[src/rtl/board_renderer.sv]
// -----------------------------------------------------------------------------
// board_renderer
//
// Two-stage pixel pipeline that draws a COLS x ROWS game board (grid lines,
// round pieces, board background) into an incoming video timing stream. It
// also has a small write port that updates one board cell at a time. Each
// update is held until vertical blanking, so no visible pixel ever sees a
// half-written board.
//
// Ports
//   Clk, Reset              system clock, asynchronous active-low reset
//   Pix_En                  pixel tick; the pipeline advances only when high
//   Pix_X, Pix_Y            current pixel coordinate (Pix_Y 480..524 = vblank)
//   Pix_Valid               visible-area flag, delayed to Blank_Out
//   Hsync_In, Vsync_In      timing syncs, delayed to Hsync_Out / Vsync_Out
//   Wr_Req                  cell write request, held until Wr_Ack
//   Wr_Col, Wr_Row, Wr_Data target cell and 2-bit cell code
//   Wr_Ack, Wr_Err          one-clock completion pulse; Wr_Err marks rejection
//   Red, Green, Blue        rendered colour, 2 Pix_En ticks after the inputs
//   Hsync_Out, Vsync_Out    syncs delayed to line up with the colour
//   Blank_Out               delayed Pix_Valid (1 = visible)
// -----------------------------------------------------------------------------
module board_renderer #(
   parameter int BOARD_X0  = 40,
   parameter int CELL      = 80,
   parameter int COLS      = 7,
   parameter int ROWS      = 6,
   parameter int LINE_W    = 4,
   parameter int RADIUS_SQ = 1156
) (
   input  logic       Clk,
   input  logic       Reset,
   input  logic       Pix_En,
   input  logic [9:0] Pix_X,
   input  logic [9:0] Pix_Y,
   input  logic       Pix_Valid,
   input  logic       Hsync_In,
   input  logic       Vsync_In,
   input  logic       Wr_Req,
   input  logic [2:0] Wr_Col,
   input  logic [2:0] Wr_Row,
   input  logic [1:0] Wr_Data,
   output logic       Wr_Ack,
   output logic       Wr_Err,
   output logic [7:0] Red,
   output logic [7:0] Green,
   output logic [7:0] Blue,
   output logic       Hsync_Out,
   output logic       Vsync_Out,
   output logic       Blank_Out
);

   localparam int D_W      = $clog2(CELL);
   localparam int HALF     = CELL / 2;
   localparam int BOARD_X1 = BOARD_X0 + COLS * CELL;
   localparam int BOARD_Y1 = ROWS * CELL;
   localparam int N_CELLS  = COLS * ROWS;
   localparam int IDX_W    = $clog2(N_CELLS);
   localparam int VBLANK_Y = 480;

   typedef enum logic [1:0] {IDLE, WAIT_VB, COMMIT, ACK} wr_state_t;

   // ---------------------------------------------------------------------------
   // Board storage
   // ---------------------------------------------------------------------------
   logic [1:0]       board [N_CELLS];
   logic             commit_en;
   logic [2:0]       lat_col;
   logic [2:0]       lat_row;
   logic [1:0]       lat_data;
   logic             lat_err;
   logic [IDX_W-1:0] wr_idx;

   assign wr_idx = IDX_W'(int'(lat_row) * COLS + int'(lat_col));

   // NOTE: the cells must read as empty the instant Reset falls, so this array
   // is built from resettable flops rather than a RAM macro.
   always_ff @(posedge Clk or negedge Reset) begin
      if (!Reset) begin
         for (int i = 0; i < N_CELLS; i++) board[i] <= 2'd0;
      end else if (commit_en) begin
         board[wr_idx] <= lat_data;
      end
   end

   // ---------------------------------------------------------------------------
   // Stage 1: locate the pixel on the board (compare chains, no divider)
   // ---------------------------------------------------------------------------
   logic [10:0]    x_ext, y_ext, x_base, y_base, x_off, y_off;
   logic [2:0]     c_col, c_row;
   logic [D_W-1:0] c_dx, c_dy;
   logic           c_in_board, c_grid;

   assign x_ext = {1'b0, Pix_X};
   assign y_ext = {1'b0, Pix_Y};

   // NOTE: every signal written here gets a default first, so no path through
   // the block can leave it unassigned and infer a latch.
   always_comb begin
      c_col  = '0;
      c_row  = '0;
      x_base = 11'(BOARD_X0);
      y_base = '0;
      // Each threshold passed bumps the index and the cell origin, so the
      // last match gives both the index and the cell's left/top edge.
      for (int k = 1; k < COLS; k++) begin
         if (x_ext >= 11'(BOARD_X0 + k * CELL)) begin
            c_col  = 3'(k);
            x_base = 11'(BOARD_X0 + k * CELL);
         end
      end
      for (int k = 1; k < ROWS; k++) begin
         if (y_ext >= 11'(k * CELL)) begin
            c_row  = 3'(k);
            y_base = 11'(k * CELL);
         end
      end
      // Left of the board this wraps, but in_board masks the result then.
      x_off      = x_ext - x_base;
      y_off      = y_ext - y_base;
      c_dx       = D_W'(x_off);
      c_dy       = D_W'(y_off);
      c_in_board = (x_ext >= 11'(BOARD_X0)) && (x_ext < 11'(BOARD_X1)) &&
                   (y_ext < 11'(BOARD_Y1));
      c_grid     = (c_dx < D_W'(LINE_W)) || (c_dy < D_W'(LINE_W));
   end

   logic           s1_in_board, s1_grid, s1_valid, s1_hs, s1_vs;
   logic [2:0]     s1_col, s1_row;
   logic [D_W-1:0] s1_dx, s1_dy;

   // NOTE: state registers use non-blocking assignments so every flop samples
   // the values from before the edge, whatever the block order.
   always_ff @(posedge Clk or negedge Reset) begin
      if (!Reset) begin
         s1_in_board <= 1'b0;
         s1_grid     <= 1'b0;
         s1_valid    <= 1'b0;
         s1_hs       <= 1'b0;
         s1_vs       <= 1'b0;
         s1_col      <= '0;
         s1_row      <= '0;
         s1_dx       <= '0;
         s1_dy       <= '0;
      end else if (Pix_En) begin
         s1_in_board <= c_in_board;
         s1_grid     <= c_grid;
         s1_valid    <= Pix_Valid;
         s1_hs       <= Hsync_In;
         s1_vs       <= Vsync_In;
         s1_col      <= c_col;
         s1_row      <= c_row;
         s1_dx       <= c_dx;
         s1_dy       <= c_dy;
      end
   end

   // ---------------------------------------------------------------------------
   // Stage 2: cell lookup, piece circle test, colour select
   // ---------------------------------------------------------------------------
   logic [IDX_W-1:0] rd_idx;
   logic [1:0]       cell_code;
   logic [11:0]      ax, ay, dist_sq;
   logic             in_circle;
   logic [23:0]      cell_rgb, rgb_next;

   assign rd_idx    = IDX_W'(int'(s1_row) * COLS + int'(s1_col));
   assign cell_code = board[rd_idx];

   // The distance from the centre is squared as a magnitude. This gives the
   // same 12-bit result as squaring the wrapped signed difference.
   assign ax        = (s1_dx >= D_W'(HALF)) ? 12'(s1_dx) - 12'(HALF) : 12'(HALF) - 12'(s1_dx);
   assign ay        = (s1_dy >= D_W'(HALF)) ? 12'(s1_dy) - 12'(HALF) : 12'(HALF) - 12'(s1_dy);
   assign dist_sq   = ax * ax + ay * ay;
   assign in_circle = dist_sq < 12'(RADIUS_SQ);

   always_comb begin
      cell_rgb = 24'h202020;
      case (cell_code)
         2'd1:    cell_rgb = 24'hFF0000;
         2'd2:    cell_rgb = 24'hFFFF00;
         2'd3:    cell_rgb = 24'h00FF00;
         default: cell_rgb = 24'h202020;
      endcase
   end

   always_comb begin
      rgb_next = 24'h0000C0;
      if (!s1_valid || !s1_in_board) rgb_next = 24'h000000;
      else if (s1_grid)              rgb_next = 24'h660000;
      else if (in_circle)            rgb_next = cell_rgb;
   end

   always_ff @(posedge Clk or negedge Reset) begin
      if (!Reset) begin
         Red       <= '0;
         Green     <= '0;
         Blue      <= '0;
         Hsync_Out <= 1'b0;
         Vsync_Out <= 1'b0;
         Blank_Out <= 1'b0;
      end else if (Pix_En) begin
         Red       <= rgb_next[23:16];
         Green     <= rgb_next[15:8];
         Blue      <= rgb_next[7:0];
         Hsync_Out <= s1_hs;
         Vsync_Out <= s1_vs;
         Blank_Out <= s1_valid;
      end
   end

   // ---------------------------------------------------------------------------
   // Write FSM: latch request, wait for vblank, commit, acknowledge
   // ---------------------------------------------------------------------------
   wr_state_t state, state_next;
   logic      latch_en, req_ok;

   assign req_ok = ({1'b0, Wr_Col} < 4'(COLS)) && ({1'b0, Wr_Row} < 4'(ROWS));

   always_ff @(posedge Clk or negedge Reset) begin
      if (!Reset) state <= IDLE;
      else        state <= state_next;
   end

   always_comb begin
      state_next = state;
      latch_en   = 1'b0;
      commit_en  = 1'b0;
      Wr_Ack     = 1'b0;
      Wr_Err     = 1'b0;
      case (state)
         IDLE: begin
            if (Wr_Req) begin
               latch_en   = 1'b1;
               state_next = req_ok ? WAIT_VB : ACK;
            end
         end
         WAIT_VB: begin
            // Pix_Y is already in blanking here, so the pixel for this tick
            // is not visible and a commit on the next clock is safe.
            if (Pix_En && (Pix_Y >= 10'(VBLANK_Y))) state_next = COMMIT;
         end
         COMMIT: begin
            commit_en  = 1'b1;
            state_next = ACK;
         end
         ACK: begin
            Wr_Ack     = 1'b1;
            Wr_Err     = lat_err;
            state_next = IDLE;
         end
         default: state_next = IDLE;
      endcase
   end

   always_ff @(posedge Clk or negedge Reset) begin
      if (!Reset) begin
         lat_col  <= '0;
         lat_row  <= '0;
         lat_data <= '0;
         lat_err  <= 1'b0;
      end else if (latch_en) begin
         lat_col  <= Wr_Col;
         lat_row  <= Wr_Row;
         lat_data <= Wr_Data;
         lat_err  <= ~req_ok;
      end
   end

endmodule
[config.mk]
export PLATFORM = sky130hd
export DESIGN_NAME = board_renderer
export DESIGN_NICKNAME = d
export VERILOG_FILES = /design/src/rtl/board_renderer.sv
export SDC_FILE = /design/constraint.sdc
export NUM_CORES = 1
export LEC_CHECK = 0
export ABC_CLOCK_PERIOD_IN_PS = 7100
export CAP_MARGIN = 0
export CELL_PAD_IN_SITES_DETAIL_PLACEMENT = 1
export CELL_PAD_IN_SITES_GLOBAL_PLACEMENT = 2
export CORE_MARGIN = 2
export CORE_UTILIZATION = 37
export DETAILED_ROUTE_END_ITERATION = 8
export PLACE_DENSITY_LB_ADDON = 0.1
export SYNTH_ARGS = -nofsm -noshare
export SYNTH_HDL_FRONTEND = slang
export SYNTH_SLANG_ARGS = --single-unit
[constraint.sdc]
create_clock -name Clk -period 7.1 [get_ports Clk]
set_input_delay 1.775 -clock Clk [delete_from_list [all_inputs] [get_ports Clk]]
set_output_delay 1.775 -clock Clk [all_outputs]
set_load 0.02 [all_outputs]
* Word level (Yosys, flattened, before mapping)
Index checks and enable logic that the tools add are counted.
** Word-level totals
- Input port bits :: 35
- Output and inout port bits :: 29
- Word-level logic and storage cells :: 165
- Bits in registers :: 147
** Operators by class
- Reductions and logical operators :: 11
- Multipliers :: 4
- Add/sub/neg operators :: 9
- Bitwise operators :: 3
- Muxes and demuxes :: 43
- Eq/ne operators :: 8
- $lt $le $gt $ge :: 25
** Operators by type and width (count)
- 84-bit bitwise mux :: 1
- 7-bit 2-to-1 mux :: 11
- 24-bit 2-to-1 mux :: 3
- 24-bit case mux with 3 select lines :: 1
- 10-bit by 9-bit >= comparator with 1-bit output (second input constant) :: 6
- 10-bit by 8-bit >= comparator with 1-bit output (second input constant) :: 3
- 12-bit by 12-bit multiplier with 12-bit output :: 2
- 12-bit 2-to-1 mux :: 2
- 3-bit 2-to-1 mux :: 7
- 10-bit by 7-bit >= comparator with 1-bit output (second input constant) :: 2
- 2-bit 2-to-1 mux :: 8
- 6-bit by 7-bit subtractor with 8-bit output (first input constant) :: 2
- 7-bit by 6-bit subtractor with 8-bit output (second input constant) :: 2
- 7-bit by 6-bit >= comparator with 1-bit output (second input constant) :: 2
- 7-bit >= comparator (second input constant) :: 2
- 7-bit by 3-bit less-than comparator with 1-bit output (second input constant) :: 2
- 6-bit NOT with 7-bit output :: 2
- 7-bit subtractor :: 2
- 12-bit adder :: 1
- 6-bit by 3-bit adder with 6-bit output :: 2
- 2-bit binary-select mux with 6-bit select :: 1
- 2-bit demux with 6-bit select :: 1
- 12-bit by 11-bit less-than comparator with 1-bit output (second input constant) :: 1
- 3-bit by 3-bit multiplier with 6-bit output (second input constant) :: 2
- 17 further kinds :: 35

* Logic depth before layout (Yosys ltp)
- Word-level depth :: 11
- Mapped depth :: 26
- Gate-level depth less buffers :: 26

* Worst setup path after synthesis
OpenSTA, ideal clock, no wires.
- Path kind :: reg2reg
- Start :: reg s1_dy[4]
- End :: reg Green[6]
- Data required time :: 6.990 ns
- Path buffers :: 0
- Data arrival time :: 6.893 ns
- Cell stages (with the launch flop) :: 25
- Setup time :: 0.110 ns
- Slack :: 0.097 ns
- Clock period less this slack :: 7.003 ns
- Cells stage by stage :: dfrtp_1 > nor2_1 > nor2b_1 > nor2_1 > mux2i_1 > or3b_2 > nor2_1 > fa_1 > ha_1 > inv_1 > fa_1 > fa_1 > inv_1 > fa_1 > fa_1 > inv_1 > fa_1 > inv_1 > ha_1 > o21ai_0 > o21bai_1 > a211o_1 > a221oi_1 > nor3_1 > o41ai_1
** On the way
- Word-level cells in the longest chain between the ends :: 8
- Elaborated cells between the ends (all ways) :: 10
- Classes of those cells :: add/sub (3); mul (1); order compare (2); mux (4)
** Ends and longest elaborated chain
- from (decl) :: line 130 : logic [D_W-1:0] s1_dx, s1_dy;
- from (signal assigned) :: line 154 : s1_dy <= c_dy;
- 6-bit by 7-bit subtractor with 8-bit output, or another cell as far along :: line 173 : assign ay = (s1_dy >= D_W'(HALF)) ? 12'(s1_dy) - 12'(HALF) : 12'(HALF) - 12'(s1_dy);
- 12-bit 2-to-1 mux * :: line 173
- 12-bit by 12-bit multiplier with 12-bit output * :: line 174 : assign dist_sq = ax * ax + ay * ay;
- 12-bit adder * :: line 174
- 12-bit by 11-bit less-than comparator with 1-bit output * :: line 175 : assign in_circle = dist_sq < 12'(RADIUS_SQ);
- 24-bit 2-to-1 mux * :: line 191 : else if (in_circle) rgb_next = cell_rgb;
- 24-bit 2-to-1 mux * :: line 190 : else if (s1_grid) rgb_next = 24'h660000;
- 24-bit 2-to-1 mux * :: line 189 : if (!s1_valid || !s1_in_board) rgb_next = 24'h000000;
- to (signal assigned) :: line 204 : Green <= rgb_next[15:8];
- to (decl) :: line 46 : output logic [7:0] Green,
Mark *: on every way between the ends. The rest lies on a longest branch, timed or not.
A chain may end at the register's enable or synchronous reset.

* Final worst setup path
- Start :: reg s1_dy[3]
- End :: reg Blue[5]
** On the way
- Word-level cells in the longest chain between the ends :: 8
- Elaborated cells between the ends (all ways) :: 10
- Classes of those cells :: add/sub (3); mul (1); order compare (2); mux (4)
** Ends and longest elaborated chain
- 6-bit by 7-bit subtractor with 8-bit output, or another cell as far along :: line 173
- 12-bit 2-to-1 mux * :: line 173
- 12-bit by 12-bit multiplier with 12-bit output * :: line 174
- 12-bit adder * :: line 174
- 12-bit by 11-bit less-than comparator with 1-bit output * :: line 175
- 24-bit 2-to-1 mux * :: line 191
- 24-bit 2-to-1 mux * :: line 190
- 24-bit 2-to-1 mux * :: line 189
- to (signal assigned) :: line 205 : Blue <= rgb_next[7:0];
- to (decl) :: line 47 : output logic [7:0] Blue,
Marks and branches as above.

==> impl_metrics.py <==
metrics = {
    "outcome": {
        "status": "completed",
    },
    "global_route": {
        "grt_pass1_wl_um": 43500,
        "grt_max_degree": 79,
        "grt_overflow": 0,
        "antenna_found_initial": 0,
        "grt_use_total_pct": 17.9,
        "grt_pass1_vias": 8200,
    },
    "placed_design": {
        "numPortBuffers": 58,
        "place_congestion": 0.771,
        "dpl_cell_area_um2": 12200,
        "pre_cts_ws_ns": -0.125,
        "dp_hpwl_um": 21000,
    },
    "timing": {
        "fmax_ghz": 0.145,
        "setup_viol_count_final": 0,
        "fin_crit_sh_pct": 96.9,
        "fin_crit_ns": 6.88,
        "tightest_slew_ns": 1.04,
        "finalClockSkew_ns": 0.0151,
        "worst_slack_ns": 0.219,
        "rsz0062_at_grt": "yes",
        "finalHoldViolCount": 0,
        "slew_headroom_pct": 30.2,
        "finalMaxSlewViolations": 0,
    },
    "clocking": {
        "path_clk_slew_ns": 0.06,
        "cts.htree.levels": 4,
        "cts_buffer_depth": 2,
        "clk_latency_ns": 0.42,
        "clockRootBuffer": "clkbuf_16",
        "numClockSinks": 130,
        "cts_tree": "yes",
        "cts_buffers": 17,
    },
    "layout": {
        "fin_util_pct": 44.5,
        "antenna_cells": 0,
        "final_nets": 1329,
        "final_design_area_no_fill_um2": 13100,
        "area_delta_synth_final_pct": 19.0,
        "n_fill_cell": 3196,
        "drive_above_1_share_pct": 22.4,
    },
    "floorplanning": {
        "fp.dieH_um": 176,
        "num_io_pins": 64,
        "dieArea_um2": 31100,
        "rows": 63,
        "fp.dieW_um": 176,
        "start_util_pct": 37.4,
        "core_um2": 29400,
    },
    "yosys": {
        "netlist_area_um2": 11000,
        "netlist_top_cells_area": "dfrtp_1 (30%), fa_1 (15%), ha_1 (11%)",
        "synth-edff-count": 0,
        "ys_types": 65,
        "synth_top_cell_area_share_pct": 29.6,
        "ys_async_sr_fraction_pct": 100,
        "yosys_warnings": 0,
        "synthCells": 1025,
        "ys.flop_type": "dfrtp_1",
        "seq_area_frac_synth_pct": 29.6,
        "synth_top_area_cell": "dfrtp_1",
        "ys_ff_latch": 130,
        "syn_area_per_cell_um2": 10.7,
    },
    "worst_setup_path": {
        "cp.required_ns": 7.39,
        "worstRegToRegCells": 25,
        "worstPathArrival_ns": 7.17,
        "cp-end-kind": "flop",
        "cp_max_fo": 6,
        "reg2reg_to": "Blue[5]",
        "reg2reg_slack_ns": 0.22,
        "path_class": "flop to flop",
        "r2r_start": "s1_dy[3]",
        "critPathLaunchType": "flop",
    },
    "drt": {
        "wire_per_inst_um": 17.2,
        "via_per_inst": 4.88,
        "firstDrtPassIters": 4,
        "route.vias.total": 7387,
        "drc": 0,
        "routed_wl_um": 26000,
        "drtIter0Drc": 230,
        "drtAntennaViolNets": 0,
    },
    "run": {
        "cap_viol_max_count": 0,
    },
    "hold_path": {
        "hold_end": "lat_err",
        "worstHoldStart": "lat_err",
        "holdPathStages": 2,
        "hp-class": "flop to flop",
    },
}
## worst max-delay path by stage
| stage | start | slack (ns) | cells after the start | end |
|---|---|---|---|---|
| 2_1_floorplan | s1_dy[4] | 0.1 | 24 | Green[6] |
| 3_3_place_gp | s1_dy[4] | 0.005 | 26 | Green[6] |
| 3_5_place_dp | s1_dy[4] | -0.13 | 26 | Green[5] |
| 4_1_cts | s1_dy[3] | 0.007 | 25 | Green[6] |
| 5_1_grt | s1_dy[3] | -0.06 | 25 | Blue[5] |
| 6_report | s1_dy[3] | 0.22 | 25 | Blue[5] |
## cell families after synthesis
| group | count (synthesis) | share of synthesized area (%) |
|---|---|---|
| fa+ha+maj | 181 | 26.4 |
| other cells | 1 | 0.0341 |
| xor+xnor | 43 | 3.69 |
| mux | 139 | 16.6 |
| flops | 130 | 29.6 |
| buf+inv | 205 | 7.71 |
| compound gates | 109 | 6.73 |
| simple gates | 217 | 9.19 |
## critical path, cell delays in order (launching register included)
cell	delay, ns
dfrtp_1	0.41
buf_4	0.15
ha_1	0.20
a21oi_2	0.19
mux2i_4	0.14
or3b_4	0.44
nor2_4	0.12
fa_1	0.41
ha_1	0.30
inv_1	0.08
fa_1	0.45
fa_1	0.53
inv_1	0.05
fa_1	0.48
fa_1	0.54
inv_1	0.06
fa_1	0.54
inv_1	0.06
ha_4	0.24
buf_4	0.14
o21a_1	0.16
o31a_1	0.11
o21a_1	0.23
o21a_1	0.22
nor3_4	0.36
o41ai_2	0.14
## synth_stat cells, drive strengths merged, types with 9 or more instances
library cell / count
nand2: 72
mux2: 103
o21ai: 35
and2: 10
mux2i: 12
dfrtp: 130
nand2b: 14
nor2: 64
xor2: 9
mux4: 24
clkbuf: 20
nor3: 14
nor2b: 14
fa: 85
a21oi: 21
xnor2: 33
ha: 96
buf: 24
inv: 160
## metrics by stage
step	hold WS (ns)	TNS [ns]	std cells
2_1_floorplan	0.442	0	1029
3_3_place_gp	0.465	0	1480
3_5_place_dp	0.471	-0.456	1480
4_1_cts	0.485	0	1511
5_1_grt	0.512	-0.250	1515
6_report	0.476	0	1515
## registers in the layout (all words and copies together), names as in the netlist, 2 cells and up
signal and cells:
lat_col 3, lat_row 3, s1_dx 7, s1_row 3
board 84, s1_dy 7, s1_col 3, Blue 2
Green 2, Red 3, lat_data 2, state 2
## repair_timing
action / 4_1_cts / 5_1_grt
endpoints found under the setup margin: 7 / 7
setup buffers: 0 / 7
hold buffers: 0 / 0
cloned: 0 / 0
pin swaps: 1 / 30
gates resized for setup: 7 / 52
## layout by cell type (no fill, tap or decap), types with 31 or more instances in the layout
| cell | n |
|---|---|
| inv_1 | 155 |
| dfrtp_1 | 130 |
| ha_1 | 93 |
| mux2_2 | 90 |
| fa_1 | 84 |
| nand2_1 | 70 |
| nor2_1 | 59 |
| clkdlybuf4s50_1 | 56 |
| buf_4 | 50 |
| o21ai_0 | 31 |
## cell type report
type / instances / area [µm²] / area share [%]
Timing Repair Buffer: 109 / 963 / 7.37
Clock inverter: 8 / 103 / 0.785
Sequential cell: 130 / 3250 / 24.9
Tap cell: 390 / 488 / 3.73
Multi-Input combinational cell: 694 / 7170 / 54.9
Inverter: 161 / 604 / 4.62
Clock buffer: 23 / 488 / 3.73
## layer usage
layer / wire length (µm) / track usage [%] / vias to the layer above / part of all wire [%]
li1: - / - / 3549 / -
met2: 13900 / 32.7 / 36 / 53
met4: 296 / 3.72 / 0 / 1.1
met1: 11600 / 22.9 / 3781 / 45
met5: 0 / 0 / - / 0
met3: 288 / 2.22 / 21 / 1.1
Power is left out: the tool's default activity adds up to more than one toggle a clock period on the data nets, which glitch-free logic cannot reach.
